<file path="src/rtl/s2mm_sts_pkg.sv">
// Shared constants, FSM encoding and status-entry layout for the S2MM status generator.
// The entry length field is sized for the widest supported byte counter.
package s2mm_sts_pkg;

    localparam int SEQ_W     = 16;
    localparam int LEN_MAX_W = 23;

    localparam logic [2:0] STS_WORD0    = 3'd0;
    localparam logic [2:0] STS_WORD1    = 3'd1;
    localparam logic [2:0] STS_WORD2    = 3'd2;
    localparam logic [2:0] STS_WORD3    = 3'd3;
    localparam logic [2:0] STS_WORD4    = 3'd4;
    localparam logic [2:0] STS_LAST_IDX = STS_WORD4;

    localparam int APP0_COMPLETE_BIT = 31;
    localparam int APP0_SAT_BIT      = 30;
    localparam int APP0_DROP_BIT     = 29;
    localparam int APP0_SEQ_MSB      = 15;
    localparam int APP0_SEQ_LSB      = 0;

    typedef enum logic {
        ST_IDLE = 1'b0,
        ST_SEND = 1'b1
    } sts_state_e;

    typedef struct packed {
        logic                 sat;
        logic [LEN_MAX_W-1:0] len;
        logic [SEQ_W-1:0]     seq;
    } sts_entry_t;

    function automatic logic [31:0] app0Word(input logic sat, input logic drop,
                                             input logic [SEQ_W-1:0] seq);
        logic [31:0] w;
        w = '0;
        w[APP0_COMPLETE_BIT]          = 1'b1;
        w[APP0_SAT_BIT]               = sat;
        w[APP0_DROP_BIT]              = drop;
        w[APP0_SEQ_MSB:APP0_SEQ_LSB]  = seq;
        return w;
    endfunction

endpackage

</file>
<file path="src/rtl/sts_len_fifo.sv">
// Show-ahead synchronous FIFO holding completed-packet entries; full and empty are registered.
// A push while full is still accepted when a pop happens in the same cycle.
module sts_len_fifo #(
    parameter int WIDTH = 40,
    parameter int DEPTH = 4
) (
    input  logic             clk_i,
    input  logic             rst_i,
    input  logic             push_i,
    input  logic [WIDTH-1:0] push_data_i,
    input  logic             pop_i,
    output logic [WIDTH-1:0] head_o,
    output logic             full_o,
    output logic             empty_o
);
    localparam int AW = $clog2(DEPTH);

    logic [WIDTH-1:0] mem_q [DEPTH];
    logic [AW-1:0]    wrPtr_q, rdPtr_q;
    logic [AW:0]      cnt_q, cnt_d;
    logic             full_q, empty_q;
    logic             doPush, doPop;

    assign doPush = push_i & (~full_q | pop_i);
    assign doPop  = pop_i & ~empty_q;
    assign cnt_d  = cnt_q + (AW+1)'(doPush) - (AW+1)'(doPop);

    always_ff @(posedge clk_i) begin
        if (rst_i) begin
            wrPtr_q <= '0;
            rdPtr_q <= '0;
            cnt_q   <= '0;
            full_q  <= 1'b0;
            empty_q <= 1'b1;
        end else begin
            if (doPush) wrPtr_q <= wrPtr_q + AW'(1);
            if (doPop)  rdPtr_q <= rdPtr_q + AW'(1);
            cnt_q   <= cnt_d;
            full_q  <= (cnt_d == (AW+1)'(DEPTH));
            empty_q <= (cnt_d == '0);
        end
    end

    always_ff @(posedge clk_i) begin
        if (doPush) mem_q[wrPtr_q] <= push_data_i;
    end

    assign head_o  = mem_q[rdPtr_q];
    assign full_o  = full_q;
    assign empty_o = empty_q;

endmodule

</file>
<file path="src/rtl/s2mm_sts_gen.sv">
// Watches the S2MM data handshakes, counts bytes per packet and emits one 5-word
// AXI DMA status frame per completed packet through a small length FIFO.
module s2mm_sts_gen
    import s2mm_sts_pkg::*;
#(
    parameter int C_S_AXIS_S2MM_TDATA_WIDTH     = 128,
    parameter int C_S_AXIS_S2MM_STS_TDATA_WIDTH = 32,
    parameter int C_LEN_WIDTH                   = 23,
    parameter int C_PKT_FIFO_DEPTH              = 4
) (
    input  logic                                       m_axi_s2mm_aclk,
    input  logic                                       rst,
    input  logic                                       mon_tvalid,
    input  logic                                       mon_tready,
    input  logic [C_S_AXIS_S2MM_TDATA_WIDTH/8-1:0]     mon_tkeep,
    input  logic                                       mon_tlast,
    output logic                                       pkt_hold,
    output logic [C_S_AXIS_S2MM_STS_TDATA_WIDTH-1:0]   s_axis_s2mm_sts_tdata,
    output logic [C_S_AXIS_S2MM_STS_TDATA_WIDTH/8-1:0] s_axis_s2mm_sts_tkeep,
    output logic                                       s_axis_s2mm_sts_tvalid,
    output logic                                       s_axis_s2mm_sts_tlast,
    input  logic                                       s_axis_s2mm_sts_tready,
    output logic                                       drop_err
);
    localparam int KEEP_W  = C_S_AXIS_S2MM_TDATA_WIDTH / 8;
    localparam int CNT_W   = $clog2(KEEP_W + 1);
    localparam int ENTRY_W = 1 + C_LEN_WIDTH + SEQ_W;

    logic                   beat, pktEnd;
    logic [CNT_W-1:0]       beatBytes;
    logic [C_LEN_WIDTH:0]   sum;
    logic [C_LEN_WIDTH-1:0] accSum;
    logic                   satSum;
    logic [C_LEN_WIDTH-1:0] acc_q, acc_d;
    logic                   sat_q, sat_d;
    logic [SEQ_W-1:0]       seq_q, seq_d;
    logic                   dropErr_q, dropErr_d;

    logic [ENTRY_W-1:0]     fifoHead;
    logic                   fifoFull, fifoEmpty, fifoPop;

    sts_state_e             state_q, state_d;
    logic [2:0]             idx_q, idx_d;
    sts_entry_t             entry_q, entry_d;
    logic                   entryDrop_q, entryDrop_d;
    logic [31:0]            stsWord;

    assign beat   = mon_tvalid & mon_tready;
    assign pktEnd = beat & mon_tlast;

    // Saturating byte accumulator; the closing beat's bytes belong to the entry being pushed.
    always_comb begin
        beatBytes = '0;
        for (int i = 0; i < KEEP_W; i++) beatBytes = beatBytes + CNT_W'(mon_tkeep[i]);
        sum    = {1'b0, acc_q} + (C_LEN_WIDTH+1)'(beatBytes);
        accSum = sum[C_LEN_WIDTH] ? '1 : sum[C_LEN_WIDTH-1:0];
        satSum = sat_q | sum[C_LEN_WIDTH];
        acc_d     = acc_q;
        sat_d     = sat_q;
        seq_d     = seq_q;
        dropErr_d = dropErr_q;
        if (pktEnd) begin
            acc_d = '0;
            sat_d = 1'b0;
            seq_d = seq_q + 16'd1;
            if (fifoFull && !fifoPop) dropErr_d = 1'b1;
        end else if (beat) begin
            acc_d = accSum;
            sat_d = satSum;
        end
    end

    sts_len_fifo #(
        .WIDTH (ENTRY_W),
        .DEPTH (C_PKT_FIFO_DEPTH)
    ) u_len_fifo (
        .clk_i       (m_axi_s2mm_aclk),
        .rst_i       (rst),
        .push_i      (pktEnd),
        .push_data_i ({satSum, accSum, seq_q}),
        .pop_i       (fifoPop),
        .head_o      (fifoHead),
        .full_o      (fifoFull),
        .empty_o     (fifoEmpty)
    );

    // The drop flag is captured with the entry so word 0 stays stable while stalled.
    always_comb begin
        state_d     = state_q;
        idx_d       = idx_q;
        entry_d     = entry_q;
        entryDrop_d = entryDrop_q;
        fifoPop     = 1'b0;
        case (state_q)
            ST_IDLE: begin
                if (!fifoEmpty) begin
                    entry_d.sat = fifoHead[ENTRY_W-1];
                    entry_d.len = LEN_MAX_W'(fifoHead[ENTRY_W-2 -: C_LEN_WIDTH]);
                    entry_d.seq = fifoHead[SEQ_W-1:0];
                    entryDrop_d = dropErr_q;
                    idx_d       = STS_WORD0;
                    state_d     = ST_SEND;
                end
            end
            ST_SEND: begin
                if (s_axis_s2mm_sts_tready) begin
                    if (idx_q == STS_LAST_IDX) begin
                        fifoPop = 1'b1;
                        state_d = ST_IDLE;
                    end else begin
                        idx_d = idx_q + 3'd1;
                    end
                end
            end
            default: state_d = ST_IDLE;
        endcase
    end

    always_ff @(posedge m_axi_s2mm_aclk) begin
        if (rst) begin
            acc_q       <= '0;
            sat_q       <= 1'b0;
            seq_q       <= '0;
            dropErr_q   <= 1'b0;
            state_q     <= ST_IDLE;
            idx_q       <= STS_WORD0;
            entry_q     <= '0;
            entryDrop_q <= 1'b0;
        end else begin
            acc_q       <= acc_d;
            sat_q       <= sat_d;
            seq_q       <= seq_d;
            dropErr_q   <= dropErr_d;
            state_q     <= state_d;
            idx_q       <= idx_d;
            entry_q     <= entry_d;
            entryDrop_q <= entryDrop_d;
        end
    end

    always_comb begin
        stsWord = '0;
        if (state_q == ST_SEND) begin
            case (idx_q)
                STS_WORD0:                       stsWord = app0Word(entry_q.sat, entryDrop_q, entry_q.seq);
                STS_WORD1, STS_WORD2, STS_WORD3: stsWord = '0;
                STS_WORD4:                       stsWord = 32'(entry_q.len);
                default:                         stsWord = '0;
            endcase
        end
    end

    assign s_axis_s2mm_sts_tdata  = stsWord;
    assign s_axis_s2mm_sts_tkeep  = '1;
    assign s_axis_s2mm_sts_tvalid = (state_q == ST_SEND);
    assign s_axis_s2mm_sts_tlast  = (state_q == ST_SEND) && (idx_q == STS_LAST_IDX);
    assign pkt_hold               = fifoFull;
    assign drop_err               = dropErr_q;

endmodule

</file>
<file path="config.mk">
export PLATFORM = sky130hd
export DESIGN_NAME = s2mm_sts_gen
export DESIGN_NICKNAME = d
export VERILOG_FILES = /design/src/rtl/s2mm_sts_pkg.sv /design/src/rtl/sts_len_fifo.sv /design/src/rtl/s2mm_sts_gen.sv
export SDC_FILE = /design/constraint.sdc
export NUM_CORES = 1
export LEC_CHECK = 0
export ABC_AREA = 1
export BUFFER_PORTS_ARGS = -buffer_cell sky130_fd_sc_hd__clkbuf_2
export CORE_MARGIN = 3
export CORE_UTILIZATION = 55
export CTS_CLUSTER_SIZE = 30
export DETAILED_ROUTE_END_ITERATION = 12
export MAX_ROUTING_LAYER = met4
export PLACE_DENSITY = 0.79
export SYNTH_ARGS = -nofsm -noshare
export SYNTH_HDL_FRONTEND = slang
export SYNTH_SLANG_ARGS = --single-unit
</file>
<file path="constraint.sdc">
create_clock -name m_axi_s2mm_aclk -period 4.8 [get_ports m_axi_s2mm_aclk]
set_clock_uncertainty 0.05 [all_clocks]
set_input_delay 1.44 -clock m_axi_s2mm_aclk [delete_from_list [all_inputs] [get_ports m_axi_s2mm_aclk]]
set_output_delay 1.44 -clock m_axi_s2mm_aclk [all_outputs]
set_load 0.005 [all_outputs]
</file>
Word-level counts from Yosys, hierarchy flattened
Memories as Yosys holds them, arrays and structs flattened. A register that Yosys moved wholly into a read port is not among the register bits. Index checks and enable logic that the tools add are counted.

Logic and storage cells: 74. RAM bits: 160. Bits of input ports: 22. Output and inout bits: 40. Bits in registers: 55. Memories: 1.

Memory list: u_len_fifo.mem_q (words 4, width 40, read ports 1, clocked after Yosys merged registers in 1, write ports 1, line sts_len_fifo.sv:18) `logic [WIDTH-1:0] mem_q [DEPTH];`.

Reduce and logical (&&, ||, !) cells: 9. Multiplexer cells: 16. Equal/unequal tests: 5. Bitwise gates (word level): 9. Add/subtract/negate cells: 22.

Operators by type and width (number): one-hot mux 32 bit (2 select lines) (1); adder 5 x 1 -> 5 bit (11); 2-to-1 mux 32 bit (1); adder 23 x 5 -> 24 bit (1); 2-to-1 mux 23 bit (1); adder 16 x 1 -> 16 bit (second input constant) (1); 2-to-1 mux 3 bit (3); 2-to-1 mux 1 bit (8); == test 3 bit (second input constant) (2); zero test 3 bit (2); != test 2 bit (second input constant) (3); one-hot mux 3 bit (2 select lines) (1); adder 4 x 1 -> 5 bit (1); adder 2 x 1 -> 2 bit (second input constant) (2); adder 3 x 1 -> 4 bit (1); AND 1 bit (4); AND reduction 2 bit (2); adder 2 x 1 -> 3 bit (1); adder 3 x 1 -> 3 bit (1); adder 3 x 1 -> 3 bit (second input constant) (1); NOT 1 bit (3); AND reduction 3 bit (1); subtractor 3 x 1 -> 3 bit (1); adder 1 x 1 -> 2 bit (1); 5 further kinds (7).

Depth between registers and ports, before layout
Gate-level depths: netlist of the first run.

Word-level depth: 17. Mapped depth: 19. Depth with buffers taken out: 19.

Hierarchy
Synthesis of the first run repeated with hierarchy kept, for this count alone.

Cell total of the unflattened synthesis: 1165. Area total of the unflattened synthesis: 11499.8 um^2.

Modules (own cells, without submodules): sts_len_fifo (area each 6600.1 um^2, times used 1, cells each 462, sequential area each 5024.8 um^2); s2mm_sts_gen (area each 4899.7 um^2, times used 1, cells each 703, sequential area each 1721.7 um^2).

Worst setup path before layout of the first run
OpenSTA, ideal clock, no wires.

Kind: input to register. From: input port mon_tkeep[0]. To: memory u_len_fifo.mem_q[0][24], data pin. Stages: 17. Buffers on the path: 0. Required time: 4485 ps. Arrival: 4797 ps. Path slack: -312 ps. Setup time: 265 ps. Cell sequence: fa_1 > inv_1 > fa_1 > fa_1 > fa_1 > inv_1 > fa_1 > inv_1 > fa_1 > inv_1 > nand2_1 > nand2_1 > nand3_1 > nand2_1 > xor2_1 > nor2_1 > inv_1.

Cells in the longest elaborated chain, start to end: 17.

Ends and longest elaborated chain: start: declaration (line s2mm_sts_gen.sv:15) `input logic [C_S_AXIS_S2MM_TDATA_WIDTH/8-1:0] mon_tkeep,`; adder 1 x 1 -> 2 bit (line s2mm_sts_gen.sv:54) `for (int i = 0; i < KEEP_W; i++) beatBytes = beatBytes + CNT_W'(mon_tkeep[i]);`; adder 2 x 1 -> 3 bit (line s2mm_sts_gen.sv:54); adder 3 x 1 -> 4 bit (line s2mm_sts_gen.sv:54); adder 4 x 1 -> 5 bit (line s2mm_sts_gen.sv:54); adder 5 x 1 -> 5 bit (11 in series) (line s2mm_sts_gen.sv:54); adder 23 x 5 -> 24 bit (line s2mm_sts_gen.sv:55) `sum = {1'b0, acc_q} + (C_LEN_WIDTH+1)'(beatBytes);`; 2-to-1 mux 23 bit (line s2mm_sts_gen.sv:56) `accSum = sum[C_LEN_WIDTH] ? '1 : sum[C_LEN_WIDTH-1:0];`; named net accSum[8] (line s2mm_sts_gen.sv:32) `logic [C_LEN_WIDTH-1:0] accSum;`; end: declaration (line sts_len_fifo.sv:18).

The timed path passes the listed nets, and every way through them passes these cells.

Worst setup path after layout of the first run
From: input port mon_tkeep[15]. To: memory u_len_fifo.mem_q[3][24], data pin.

Cells in the longest elaborated chain, start to end: 3.

Ends and longest elaborated chain (line): adder 5 x 1 -> 5 bit (s2mm_sts_gen.sv:54); adder 23 x 5 -> 24 bit (s2mm_sts_gen.sv:55); 2-to-1 mux 23 bit (s2mm_sts_gen.sv:56); named net accSum[8] (s2mm_sts_gen.sv:32).

The timed path passes the listed nets, and every way through them passes these cells.

==> results of run 1 <==
-- metrics by stage --
stage	TNS [ps]	cell area (um^2)	cells
3_5_place_dp	-45040	12000	1470
5_1_grt	-1660	13000	1520
2_1_floorplan	-3920	11500	1190
6_report	0	13000	1520
4_1_cts	0	12900	1519
3_3_place_gp	-35310	12000	1470
-- state kept, by name (all words and copies together), names as in the netlist --
| register | count |
|---|---|
| sat_q | 1 |
| u_len_fifo.full_o | 1 |
| acc_q | 23 |
| entryDrop_q | 1 |
| s_axis_s2mm_sts_tvalid | 1 |
| u_len_fifo.rdPtr_q | 2 |
| u_len_fifo.empty_o | 1 |
| u_len_fifo.cnt_q | 3 |
| u_len_fifo.wrPtr_q | 2 |
| seq_q | 16 |
| entry_q | 40 |
| idx_q | 3 |
| drop_err | 1 |
| u_len_fifo.mem_q | 160 |
-- path summary, 6_finish.rpt --
path	end	slack, ps	depth (start not counted)
max	u_len_fifo.mem_q[3][24]$_DFFE_PP_	60	18
max reg2reg	u_len_fifo.mem_q[3][24]$_DFFE_PP_	1270	16
min reg2reg	s_axis_s2mm_sts_tvalid$_SDFF_PP0_	400	1
min	s_axis_s2mm_sts_tvalid$_SDFF_PP0_	400	1
-- power groups by stage --
stage / clock (mW) / sequential, mW / combinational (mW)
2_1_floorplan: 0 / 2.55 / 0.525
3_3_place_gp: 0 / 2.56 / 0.752
3_5_place_dp: 0 / 2.56 / 0.790
4_1_cts: 1.91 / 2.52 / 0.797
5_1_grt: 2.00 / 2.52 / 0.935
6_report: 1.89 / 2.52 / 0.819
-- routing by layer --
metal / track usage / routed length (um) / part of all wire / up-vias
met5: - / 0 / 0 / -
met4: 0.0627 / 601 / 0.024 / 0
met3: 0.0315 / 1700 / 0.069 / 54
met2: 0.372 / 11800 / 0.48 / 305
met1: 0.309 / 10700 / 0.43 / 3952
li1: - / - / - / 4052
-- Yosys cell counts, types with 11 or more instances --
master    number
o21ai_1       16
o22ai_1       56
nand3_2       11
ha_1          17
dfxtp_1       95
nand3_1       31
nor2_1       165
fa_1          13
edfxtp_1     160
nand2_1       98
clkbuf_1      41
inv_1        183
a21oi_1       62
o21ai_0      139
-- final cells by class --
cell class	count	area, um^2	area share
tap	265	332	0.0255
sequential	255	6710	0.517
clock inverter	8	46.3	0.00357
timing repair buffer	78	514	0.0396
inverter	189	709	0.0546
clock buffer	40	764	0.0589
multi-input combinational	685	3910	0.301
-- cells by family after synthesis --
family          count (synthesis)  synth area share
simple gates                  354             0.142
compound gates                284             0.134
flops                         255             0.589
buf+inv                       251            0.0880
fa+ha+maj                      30            0.0415
xor+xnor                        6           0.00462
other cells                     2          0.000660
-- timing repair --
action / in CTS / in global routing
cloned: 0 / 1
pin swaps: 1 / 11
gates resized for setup: 0 / 25
setup buffers: 1 / 0
setup endpoints to repair: 4 / 50
==> flow_summary.yaml, run 1 <==
outcome:
  status: "finished, final reports clean"
grt:
  grt_pass1_wl_um: 40200
  grt_antenna_before_repair: 0
  grt_max_degree: 83
  grtUsageTotal: 0.230
  overflow: 0
  grt_pass1_vias: 8074
route:
  vias: 8363
  avgRoutedWirePerCell_um: 16.3
  drtIter0Drc: 715
  postRouteAntennaNets: 0
  drc: 0
  routed_wl_um: 24800
  first_pass_iters: 5
  via_per_inst: 5.50
synth:
  netlist_area_um2: 11400
  synth_top_area_share: 0.422
  synth-edff-count: 160
  netlist_instances: 1182
  yosys.area.top_type: "edfxtp_1"
  yosysWarningCount: 0
  syn_avg_cell_area_um2: 9.63
  async_flop_share: 0
  synth-seq-cells: 255
  ys_seq_area_frac: 0.589
  synth_top_flop_cell: "edfxtp_1"
  ys_top_cells_by_area: "edfxtp_1, dfxtp_1, o21ai_0"
  post_synth_num_cell_types: 43
floorplan:
  initial_core_util: 0.572
  die-height_um: 150
  core_um2: 19900
  rows: 51
  die-area_um2: 22500
  pin_count: 62
  die_x_um: 150
power_and_ir_drop:
  power_density_nw_per_um2: 402
  seqPwrFrac: 0.482
  clock_power_share: 0.361
  p_comb_frac: 0.157
  swShare: 0.256
  power.total_mw: 5.22
  power.internal_mw: 3.88
  ir_drop_mv: 0.262
  p_sw_mw: 1.34
  leakagePower_nw: 5.42
layout:
  final_cell_mix: "inv_1, edfxtp_1, nor2_1"
  fillers: 1504
  antenna-diode-count: 0
  layout.nets: 1287
  utilization: 0.652
  syn2layout_area_growth_pct: 14.0
  final_common_cell: "inv_1"
  layout-drive-gt1-share: 0.156
setup_path:
  cp-start-kind: "input port"
  path_cells: "buf_6, fa_1, inv_1, fa_1, fa_1, fa_1, inv_1, fa_2, inv_2, fa_2, inv_2, nand2_2, nand2_2, nand3_2, nand2_4, xor2_1, nor2_1, inv_1"
  arrival_ps: 4950
  crit_path_frequent_cell: "fa_1"
  critPathTopFamily: "adder cells"
  timing.rr.start: "acc_q[0]$_SDFFE_PP0P_"
  endpoint_kind: "flip-flop"
  critPathLaunch: "mon_tkeep[15]"
  cpMaxStageDelayCell: "fa_1"
  crit_fanout: 6
  cp_slowest_stage_delay_ps: 530
  worstSetupPathType: "input port to flip-flop"
  critical_path_required_ps: 5010
  path_buf_inv: 6
timing:
  maxSlewViolCount: 0
  fin_ws_ps: 57.9
  max_freq_mhz: 211
  whs_ps: 398
  hold_viol_final: 0
  post-route-period-util: 0.988
  maxSlewHeadroom: 0.327
  rsz0062_at_grt: "yes"
  finalCriticalPeriod_ps: 4740
  setup_violations: 0
  worst_pin_slew_ps: 1010
clocking:
  cts_buffers: 26
  cts-root-buf: "clkbuf_16"
  clock_latency_ps: 520
  clock_sinks: 255
  cts_hold_buffers: 0
  clkTransAtPathRegs_ps: 60
  cts-htree-levels: 1
  clockBufferDepth: 3
  cts_tree: "yes"
placement:
  dp_hpwl_um: 15300
  gp_routability_congestion: 0.875
  io_buffers: 51
  pre_cts_slack_ps: -567
worst_hold_path:
  hold_start: "u_len_fifo.empty_o$_SDFF_PP1_"
  min_path_type: "flip-flop to flip-flop"
flow_run:
  cap_violations: 0
Power figures use the tool's default switching activity.
==> inputs of run 2 (changes only) <==
--- a/config.mk
+++ b/config.mk
@@ -13,6 +13,7 @@
 export DETAILED_ROUTE_END_ITERATION = 12
 export MAX_ROUTING_LAYER = met4
 export PLACE_DENSITY = 0.79
+export REMOVE_ABC_BUFFERS = 1
 export SYNTH_ARGS = -nofsm -noshare
 export SYNTH_HDL_FRONTEND = slang
 export SYNTH_SLANG_ARGS = --single-unit
==> run 2 against run 1 <==
Against the previous run: worst setup slack better by 30 ps; design area is 0.18% lower; sequential share of layout area is 0.10 points higher; non-clock buffer count is 7 higher; flip-flop and latch count stayed put; global-route usage is 0.27 points lower; critical endpoint is now u_len_fifo.mem_q[0][24]$_DFFE_PP_; largest power group unchanged; highest routed layer unchanged.
==> flow_summary.yaml, run 2 (same netlist as run 1, synthesis figures left out) <==
outcome:
  status: "finished, final reports clean"
floorplan:
  die_x_um: 150
  core_um2: 19900
  pin_count: 62
  rows: 51
  initial_core_util: 0.572
  die-height_um: 150
  die-area_um2: 22500
grt:
  grt_pass1_wl_um: 39800
  grt_max_degree: 82
  grtUsageTotal: 0.227
  overflow: 0
  grt_pass1_vias: 8064
  grt_antenna_before_repair: 0
layout:
  fillers: 1581
  fin_area_um2: 13000
  layout-drive-gt1-share: 0.148
  final_common_cell: "inv_1"
  multi_input_area_um2: 3810
  final_cell_mix: "inv_1, nor2_1, edfxtp_1"
  largest_register_ff_count: 160
  antenna-diode-count: 0
  utilization: 0.651
  layout.nets: 1292
  syn2layout_area_growth_pct: 13.8
  top_regs: "u_len_fifo.mem_q x160, entry_q x40, acc_q x23"
  top_register: "u_len_fifo.mem_q"
  seq_area_um2: 6710
placement:
  io_buffers: 51
  gp_routability_congestion: 0.937
  place_area_um2: 12100
  dp_hpwl_um: 15100
timing:
  finalSetupTns_ps: 0
  maxSlewHeadroom: 0.413
  max_freq_mhz: 212
  post-route-period-util: 0.982
  worst_pin_slew_ps: 881
  rsz0062_at_grt: "yes"
  maxSlewViolCount: 0
  finalCriticalPeriod_ps: 4710
  setup_violations: 0
  hold_viol_final: 0
setup_path:
  endpoint_kind: "flip-flop"
  path_cells: "buf_6, fa_1, inv_2, fa_1, fa_1, fa_1, inv_1, fa_2, inv_2, fa_2, inv_2, nand2_2, nand2_2, nand3_2, nand2_4, xor2_1, nor2_1, inv_1"
  critical_path_required_ps: 5010
  cp_slowest_stage_delay_ps: 550
  worstSetupPathType: "input port to flip-flop"
  cpMaxStageDelayCell: "fa_1"
  crit_path_frequent_cell: "fa_1"
  crit_fanout: 6
  arrival_ps: 4920
  cp-start-kind: "input port"
route:
  postRouteAntennaNets: 0
  drtIter0Drc: 690
  vias: 8326
  avgRoutedWirePerCell_um: 16.0
  routed_wl_um: 24400
  drc: 0
  via_per_inst: 5.46
  first_pass_iters: 6
power_and_ir_drop:
  p_sw_mw: 1.29
  p_comb_frac: 0.149
  power_density_nw_per_um2: 400
  swShare: 0.250
  leakagePower_nw: 5.41
  ir_drop_mv: 0.336
  seqPwrFrac: 0.486
  clock_power_share: 0.366
  power.internal_mw: 3.88
clocking:
  cts-root-buf: "clkbuf_16"
  cts_buffers: 25
  cts-htree-levels: 1
  clock_latency_ps: 530
  cts_tree: "yes"
  clkTransAtPathRegs_ps: 60
  clockBufferDepth: 3
  clock_sinks: 255
  cts_hold_buffers: 0
worst_hold_path:
  min_path_type: "flip-flop to flip-flop"
flow_run:
  cap_violations: 0
## run 2: cell types whose count changed in the layout (fill, tap and decap cells not counted), moves of 4 or more
| cell | delta |
|---|---|
| nand2_1 | +4 |
| nand3_4 | -5 |
| buf_4 | +4 |
| nor2_2 | -6 |
| nand2_2 | -4 |
| nor2_1 | +6 |
## run 2: path summary, 6_finish.rpt
check | from | depth (start not counted) | slack (ps) | endpoint
worst max-delay path | mon_tkeep[0] | 18 | 90 | u_len_fifo.mem_q[0][24]$_DFFE_PP_
worst min-delay path | u_len_fifo.empty_o$_SDFF_PP1_ | 1 | 390 | s_axis_s2mm_sts_tvalid$_SDFF_PP0_
worst max register to register | acc_q[0]$_SDFFE_PP0P_ | 16 | 1290 | u_len_fifo.mem_q[0][24]$_DFFE_PP_
worst min register to register | u_len_fifo.empty_o$_SDFF_PP1_ | 1 | 390 | s_axis_s2mm_sts_tvalid$_SDFF_PP0_
## run 2: through the flow
stage / cells / power, mW / worst slack, ps / hold WS, ps
after CTS: 1522 / 5.18 / 5.36 / 388
final: 1524 / 5.18 / 87.9 / 387
after global placement: 1476 / 3.27 / -518 / 379
after floorplan: 1128 / 3.03 / -312 / 364
after detailed placement: 1476 / 3.30 / -594 / 379
after global routing: 1524 / 5.42 / -38.4 / 412
## run 2: area by class of cell
cell class                      count  share of cell area
Clock inverter                     11             0.00801
Tap cell                          265              0.0256
Sequential cell                   255               0.518
Inverter                          189              0.0547
Timing Repair Buffer               85              0.0466
Clock buffer                       35              0.0535
Multi-Input combinational cell    684               0.294
## run 2: what timing repair did
| item | 4_1_cts | 5_1_grt |
|---|---|---|
| endpoints found under the setup margin | 6 | 87 |
| gates resized for setup | 2 | 20 |
| pin swaps | 2 | 7 |
| setup buffers | 0 | 2 |
| cloned | 0 | 0 |
## run 2: worst max-delay path: cells and delay by family
family / cells / cell delay (ps)
xor gates and xnor gates: 1 / 140
adders and majority gates: 6 / 2540
buffers and inverters: 6 / 380
and+or+nand+nor: 5 / 400
## run 2: layer usage
| layer | wire length (um) | track usage | vias to the layer above |
|---|---|---|---|
| met5 | 0 | - | - |
| met2 | 12200 | 0.385 | 255 |
| met3 | 1340 | 0.0291 | 54 |
| li1 | - | - | 4050 |
| met4 | 570 | 0.0622 | 0 |
| met1 | 10300 | 0.291 | 3967 |
## run 2: power groups by stage
| stage | Sequential, mW | Clock, mW | Combinational [mW] |
|---|---|---|---|
| detailed placement | 2.56 | 0 | 0.742 |
| CTS | 2.51 | 1.92 | 0.746 |
| global route | 2.52 | 2.02 | 0.873 |
| floorplan | 2.55 | 0 | 0.480 |
| finish | 2.51 | 1.89 | 0.770 |
| global placement | 2.56 | 0 | 0.712 |
